### src/rtl/bip_debug_tx.sv
// bip_debug_tx
// -----------------------------------------------------------------------------
// Halt-triggered debug reporter for the BIP accumulator processor.
//
// The decoder holds wr_uart high while HLT is decoded. On the rising edge of
// wr_uart (accepted only while idle), the block snapshots the free-running
// run-cycle counter, the program counter and the accumulator. It then streams
// a 7-byte frame to a UART transmitter, one byte per start/done handshake:
//
//   HEADER, cyc[15:8], cyc[7:0], pc[15:8], pc[7:0], acc[15:8], acc[7:0]
//
// The run-cycle counter advances once per idle clock while wr_uart is low. It
// saturates at 16'hFFFF and restarts from zero when halt is released.
//
// Ports
//   clk           in   system clock, rising edge
//   reset         in   synchronous, active-high reset
//   wr_uart       in   halt indication from the decoder (level)
//   pc            in   current program counter, PC_WIDTH bits
//   acc           in   current accumulator, 16 bits
//   tx_done_tick  in   one-cycle pulse when the UART TX finishes a byte
//   tx_start      out  one-cycle request to the UART TX to send tx_data
//   tx_data       out  byte to transmit, held until the matching done tick
//   busy          out  high while a frame is in progress
//   done          out  high after a full frame, until halt is released
//
// All outputs are registered. They are computed from the next state and then
// loaded into flops, so each output lines up with the state it describes.
// -----------------------------------------------------------------------------
module bip_debug_tx #(
  parameter int          PC_WIDTH = 11,
  parameter logic [7:0]  HEADER   = 8'hA5
) (
  input  logic                clk,
  input  logic                reset,
  input  logic                wr_uart,
  input  logic [PC_WIDTH-1:0] pc,
  input  logic [15:0]         acc,
  input  logic                tx_done_tick,
  output logic                tx_start,
  output logic [7:0]          tx_data,
  output logic                busy,
  output logic                done
);

  typedef enum logic [1:0] {
    IDLE = 2'd0,
    SEND = 2'd1,
    WAIT = 2'd2,
    DONE = 2'd3
  } state_t;

  localparam logic [2:0] LAST_IDX = 3'd6;

  state_t      state;
  state_t      state_next;
  logic [2:0]  idx;
  logic [2:0]  idx_next;
  logic        wr_uart_p1;
  logic        trigger;
  logic        load_snap;
  logic [15:0] cyc;
  logic [15:0] cyc_next;

  logic [15:0] snap_cyc;
  logic [15:0] snap_pc;
  logic [15:0] snap_acc;

  logic        tx_start_next;
  logic [7:0]  tx_data_next;
  logic        busy_next;
  logic        done_next;

  // Saturating increment: the counter parks at all-ones instead of wrapping.
  function automatic logic [15:0] sat_inc(input logic [15:0] v);
    if (v == 16'hFFFF) begin
      return v;
    end
    return v + 16'd1;
  endfunction

  // Frame layout, indexed 0..6.
  function automatic logic [7:0] frame_byte(
    input logic [2:0]  i,
    input logic [15:0] c,
    input logic [15:0] p,
    input logic [15:0] a
  );
    case (i)
      3'd0:    return HEADER;
      3'd1:    return c[15:8];
      3'd2:    return c[7:0];
      3'd3:    return p[15:8];
      3'd4:    return p[7:0];
      3'd5:    return a[15:8];
      3'd6:    return a[7:0];
      default: return 8'h00;
    endcase
  endfunction

  // Rising edge of the halt level; only acted upon in IDLE.
  assign trigger = wr_uart && !wr_uart_p1;

  // Next-state and next-output logic.
  always_comb begin
    state_next   = state;
    idx_next     = idx;
    load_snap    = 1'b0;
    tx_data_next = tx_data;
    cyc_next     = cyc;

    case (state)
      IDLE: begin
        if (trigger) begin
          state_next   = SEND;
          idx_next     = 3'd0;
          load_snap    = 1'b1;
          // Snapshots are not yet registered; byte 0 is the constant header.
          tx_data_next = HEADER;
        end
        if (!wr_uart) begin
          cyc_next = sat_inc(cyc);
        end
      end
      SEND: begin
        state_next = WAIT;
      end
      WAIT: begin
        if (tx_done_tick) begin
          if (idx < LAST_IDX) begin
            idx_next     = idx + 3'd1;
            state_next   = SEND;
            tx_data_next = frame_byte(idx + 3'd1, snap_cyc, snap_pc, snap_acc);
          end else begin
            state_next = DONE;
          end
        end
      end
      DONE: begin
        if (!wr_uart) begin
          state_next = IDLE;
          cyc_next   = 16'h0000;
        end
      end
      default: begin
        state_next = IDLE;
      end
    endcase

    tx_start_next = (state_next == SEND);
    busy_next     = (state_next == SEND) || (state_next == WAIT);
    done_next     = (state_next == DONE);
  end

  // ---- registered control and outputs ----
  always_ff @(posedge clk) begin
    if (reset) begin
      state      <= IDLE;
      idx        <= 3'd0;
      wr_uart_p1 <= 1'b0;
      cyc        <= 16'h0000;
      tx_start   <= 1'b0;
      tx_data    <= 8'h00;
      busy       <= 1'b0;
      done       <= 1'b0;
    end else begin
      state      <= state_next;
      idx        <= idx_next;
      wr_uart_p1 <= wr_uart;
      cyc        <= cyc_next;
      tx_start   <= tx_start_next;
      tx_data    <= tx_data_next;
      busy       <= busy_next;
      done       <= done_next;
    end
  end

  // ---- snapshot registers (data only, loaded on trigger) ----
  always_ff @(posedge clk) begin
    if (load_snap) begin
      snap_cyc <= cyc;
      snap_pc  <= 16'(pc);
      snap_acc <= acc;
    end
  end

`ifndef SYNTHESIS
  idx_in_range: assert property (@(posedge clk) disable iff (reset)
    idx <= LAST_IDX);
  start_one_shot: assert property (@(posedge clk) disable iff (reset)
    tx_start |=> !tx_start);
  busy_done_excl: assert property (@(posedge clk)
    !(busy && done));
`endif

endmodule

### config.mk
export PLATFORM = sky130hd
export DESIGN_NAME = bip_debug_tx
export DESIGN_NICKNAME = d
export VERILOG_FILES = /design/src/rtl/bip_debug_tx.sv
export SDC_FILE = /design/constraint.sdc
export NUM_CORES = 1
export LEC_CHECK = 0
export BUFFER_PORTS_ARGS = -buffer_cell sky130_fd_sc_hd__clkbuf_2
export CORE_MARGIN = 4
export CORE_UTILIZATION = 35
export CTS_BUF_LIST = sky130_fd_sc_hd__clkbuf_4
export CTS_CLUSTER_SIZE = 12
export DETAILED_ROUTE_END_ITERATION = 16
export SLEW_MARGIN = 20
export SYNTH_ARGS = -nofsm -noshare
export SYNTH_HDL_FRONTEND = slang
export SYNTH_SLANG_ARGS = --single-unit
### constraint.sdc
create_clock -name clk -period 5.48 [get_ports clk]
set_clock_uncertainty 0.1 [all_clocks]
set_input_delay 0 -clock clk [delete_from_list [all_inputs] [get_ports clk]]
set_output_delay 0 -clock clk [all_outputs]
set_load 0.02 [all_outputs]
==> out/metrics.csv <==
stage,metric,value,unit
logic_synthesis,yosys-top-cells-area,"edfxtp_1, dfxtp_1, nand2_1, ha_1, nand3_1",
place,dp_cells,415,
timing,finalSetupViolations,0,
logic_synthesis,synth_cell_types,54,
place,io_buffers,41,
finish,antenna_cells,0,
floorplanning,die_x,104,um
cts,post_cts_buffers,0,
worst_setup_path,cp-start-kind,flip-flop,
power,p_clk_frac,0.303,
logic_synthesis,syn_inst,276,
logic_synthesis,syn_area_per_cell,11.7,sq um
worst_setup_path,cp_max_fo,27,
global_routing,grt_pass1_vias,2454,
worst_setup_path,crit_path_end_kind,flip-flop,
power,pwr-share-seq,0.598,
run,maxCapViolations,0,
floorplanning,num_io_pins,42,
logic_synthesis,synth_seq_cells,76,
cts,cts_tree,built,
timing,worst_slew_pin_slew,0.933,ns
power,leakage,1.52,nW
detailed_routing,firstDrtPassIters,5,
timing,maxSlewViolCount,0,
logic_synthesis,async_reset_ff_frac,0,
logic_synthesis,synth.most_common_cell,edfxtp_1,
timing,hold_violations,0,
global_routing,grt_pass1_wl,12200,um
detailed_routing,drt-total-wl,7330,um
floorplanning,initial_core_util,0.364,
worst_setup_path,worstPathRequired,5.75,ns
finish,syn_to_final_growth,23.1,%
worst_setup_path,crit_buf_inv,0,
worst_setup_path,worst_path_max_delay_cell,o21ai_2,
finish,final-seq-area,1950,sq um
timing,fmax,0.390,GHz
logic_synthesis,ys_top_cells_by_count,"edfxtp_1, dfxtp_1, nand2_1",
timing,tns,0,ns
power,vdd_drop_max,0.000125,V
logic_synthesis,syn-num-nets,315,
detailed_routing,drtIter0Drc,180,
floorplanning,die_height,104,um
outcome,outcome,completed,
worst_setup_path,worstSetupPathType,flip-flop to flip-flop,
power,comb_power_share,0.099,
power,p_sw_frac,0.245,
timing,min_period,2.57,ns
cts,cts_root_buffer,clkbuf_4,
global_routing,antenna_found_initial,0,
cts,clkLatencyLatePin,0.43,ns
detailed_routing,avgViaCountPerCell,5.43,
floorplanning,die_area,10800,sq um
detailed_routing,vias,2497,
timing,period_share,0.468,
finish,final_net_count,386,
logic_synthesis,yosys.area.top_type,edfxtp_1,
worst_setup_path,worstPathCellList,ha_1 -> nand4_1 -> or3_2 -> o21ai_2 -> mux2_2 -> nor2_1,
timing,rsz0062_at_grt,false,
finish,drive_gt1_frac,0.205,
logic_synthesis,synth_edf_count,43,
detailed_routing,post-route-drc-count,0,
logic_synthesis,synth_flop_cell,edfxtp_1,
place,placed_area,3540,sq um
power,p_int,0.000822,W
logic_synthesis,synth.top_cell.area_share,0.401,
power,p_switching,0.000267,W
global_routing,grt_max_degree,44,
worst_setup_path,crit_family,compound AO/OA/AOI/OAI gates,
global_routing,globalRouteOverflowTotal,0,
finish,nFillCells,837,
logic_synthesis,ys_seq_area_frac,0.607,
detailed_routing,wire_per_inst,15.9,um
finish,post-route-cell-area,3960,sq um
place,place_hpwl,4920,um
cts,numCtsBuffers,9,
worst_hold_path,hp-class,input pin to flip-flop,
detailed_routing,ant_nets,0,
global_routing,grt_usage,0.142,
cts,cts_sinks,76,
timing,timing.slew.headroom,0.378,
power,powerDensity,275,nW/um^2
place,place_congestion,0.845,
finish,instances_no_fill,460,
cts,cts_buffer_depth,2,
cts,cts_max_level,3,
logic_synthesis,syn-cell-area,3220,sq um
floorplanning,core_area,8850,sq um
finish,multiInputGateArea,1210,sq um
cts,cts.clk_slew.worst_paths,0.12,ns
worst_setup_path,cp_slowest_stage_delay,0.74,ns
logic_synthesis,ys_warn_count,0,
floorplanning,row_count,34,
worst_setup_path,arrival,2.84,ns
==> area by class of cell <==
cell class | count | share of cell area
timing repair buffer | 72 | 0.129
multi-input combinational | 182 | 0.306
clock buffer | 10 | 0.0190
inverter | 6 | 0.00569
sequential | 76 | 0.493
clock inverter | 6 | 0.0139
tap | 108 | 0.0341
==> routing by layer <==
layer  wire [um]  global-route usage  vias to the layer above
met5           0                   0                        -
met4         194              0.0693                        0
met3         324              0.0372                       15
met2        3530               0.237                       55
met1        3280               0.169                     1221
li1            -                   -                     1206
==> metrics by stage <==
stage	setup WS [ns]	power (W)	hold slack, ns	utilization
after global placement	2.99	0.000754	0.0781	0.400
final	2.91	0.00109	0.0334	0.448
after global routing	2.75	0.00114	0.0746	0.448
after detailed placement	2.95	0.000756	0.0786	0.400
after CTS	2.92	0.00110	0.0158	0.448
after floorplan	1.70	0.000721	-0.0102	-
==> sequential cells by signal (all words and copies together), names as in the netlist <==
register	flops
snap_pc	11
tx_start	1
cyc	16
done	1
idx	3
snap_cyc	16
busy	1
snap_acc	16
wr_uart_p1	1
tx_data	8
state	2
==> worst paths after layout <==
| path | startpoint | to | slack (ns) | cells after the start |
|---|---|---|---|---|
| min reg2reg | tx_data[4]$_SDFFE_PP0P_ | tx_data[4]$_SDFFE_PP0P_ | 0.37 | 2 |
| max | cyc[0]$_SDFFE_PP0P_ | cyc[0]$_SDFFE_PP0P_ | 2.91 | 6 |
| max reg2reg | cyc[0]$_SDFFE_PP0P_ | cyc[0]$_SDFFE_PP0P_ | 2.91 | 6 |
| min | tx_done_tick | tx_data[5]$_SDFFE_PP0P_ | 0.03 | 5 |
==> power groups by stage <==
stage          logic [W]  clock network [W]  registers (W)
2_1_floorplan  0.0000561                  0       0.000665
3_3_place_gp   0.0000911                  0       0.000663
3_5_place_dp   0.0000924                  0       0.000664
4_1_cts         0.000109           0.000339       0.000651
5_1_grt         0.000120           0.000363       0.000654
6_report        0.000108           0.000330       0.000651
==> tightest hold or removal path: stages <==
cell and delay (ns):
clkbuf_2 0.10, nand3_1 0.10, a21oi_1 0.14, nor2_1 0.12
nor3_1 0.05
==> timing repair <==
item,4_1_cts,5_1_grt
hold endpoints to repair,41,0
gates resized for setup,0,0
hold buffers,29,0
endpoints found under the setup margin,0,0
==> logic make-up after synthesis <==
| logic type | synth area share |
|---|---|
| simple gates | 0.161 |
| flops | 0.607 |
| compound gates | 0.154 |
| buf+inv | 0.0222 |
| fa+ha+maj | 0.0311 |
| mux | 0.0194 |
| xor+xnor | 0.00544 |
==> placed cells by master (no fill, tap or decap), types with 8 or more instances in the layout <==
master	Yosys	routed
dfxtp_1	33	33
nand2_1	27	27
nand3_1	16	16
clkbuf_4	0	10
edfxtp_1	43	43
a21oi_1	12	12
nor2_1	15	15
dlygate4sd3_1	0	29
clkbuf_2	0	41
ha_1	8	8
Power figures use the tool's default switching activity.
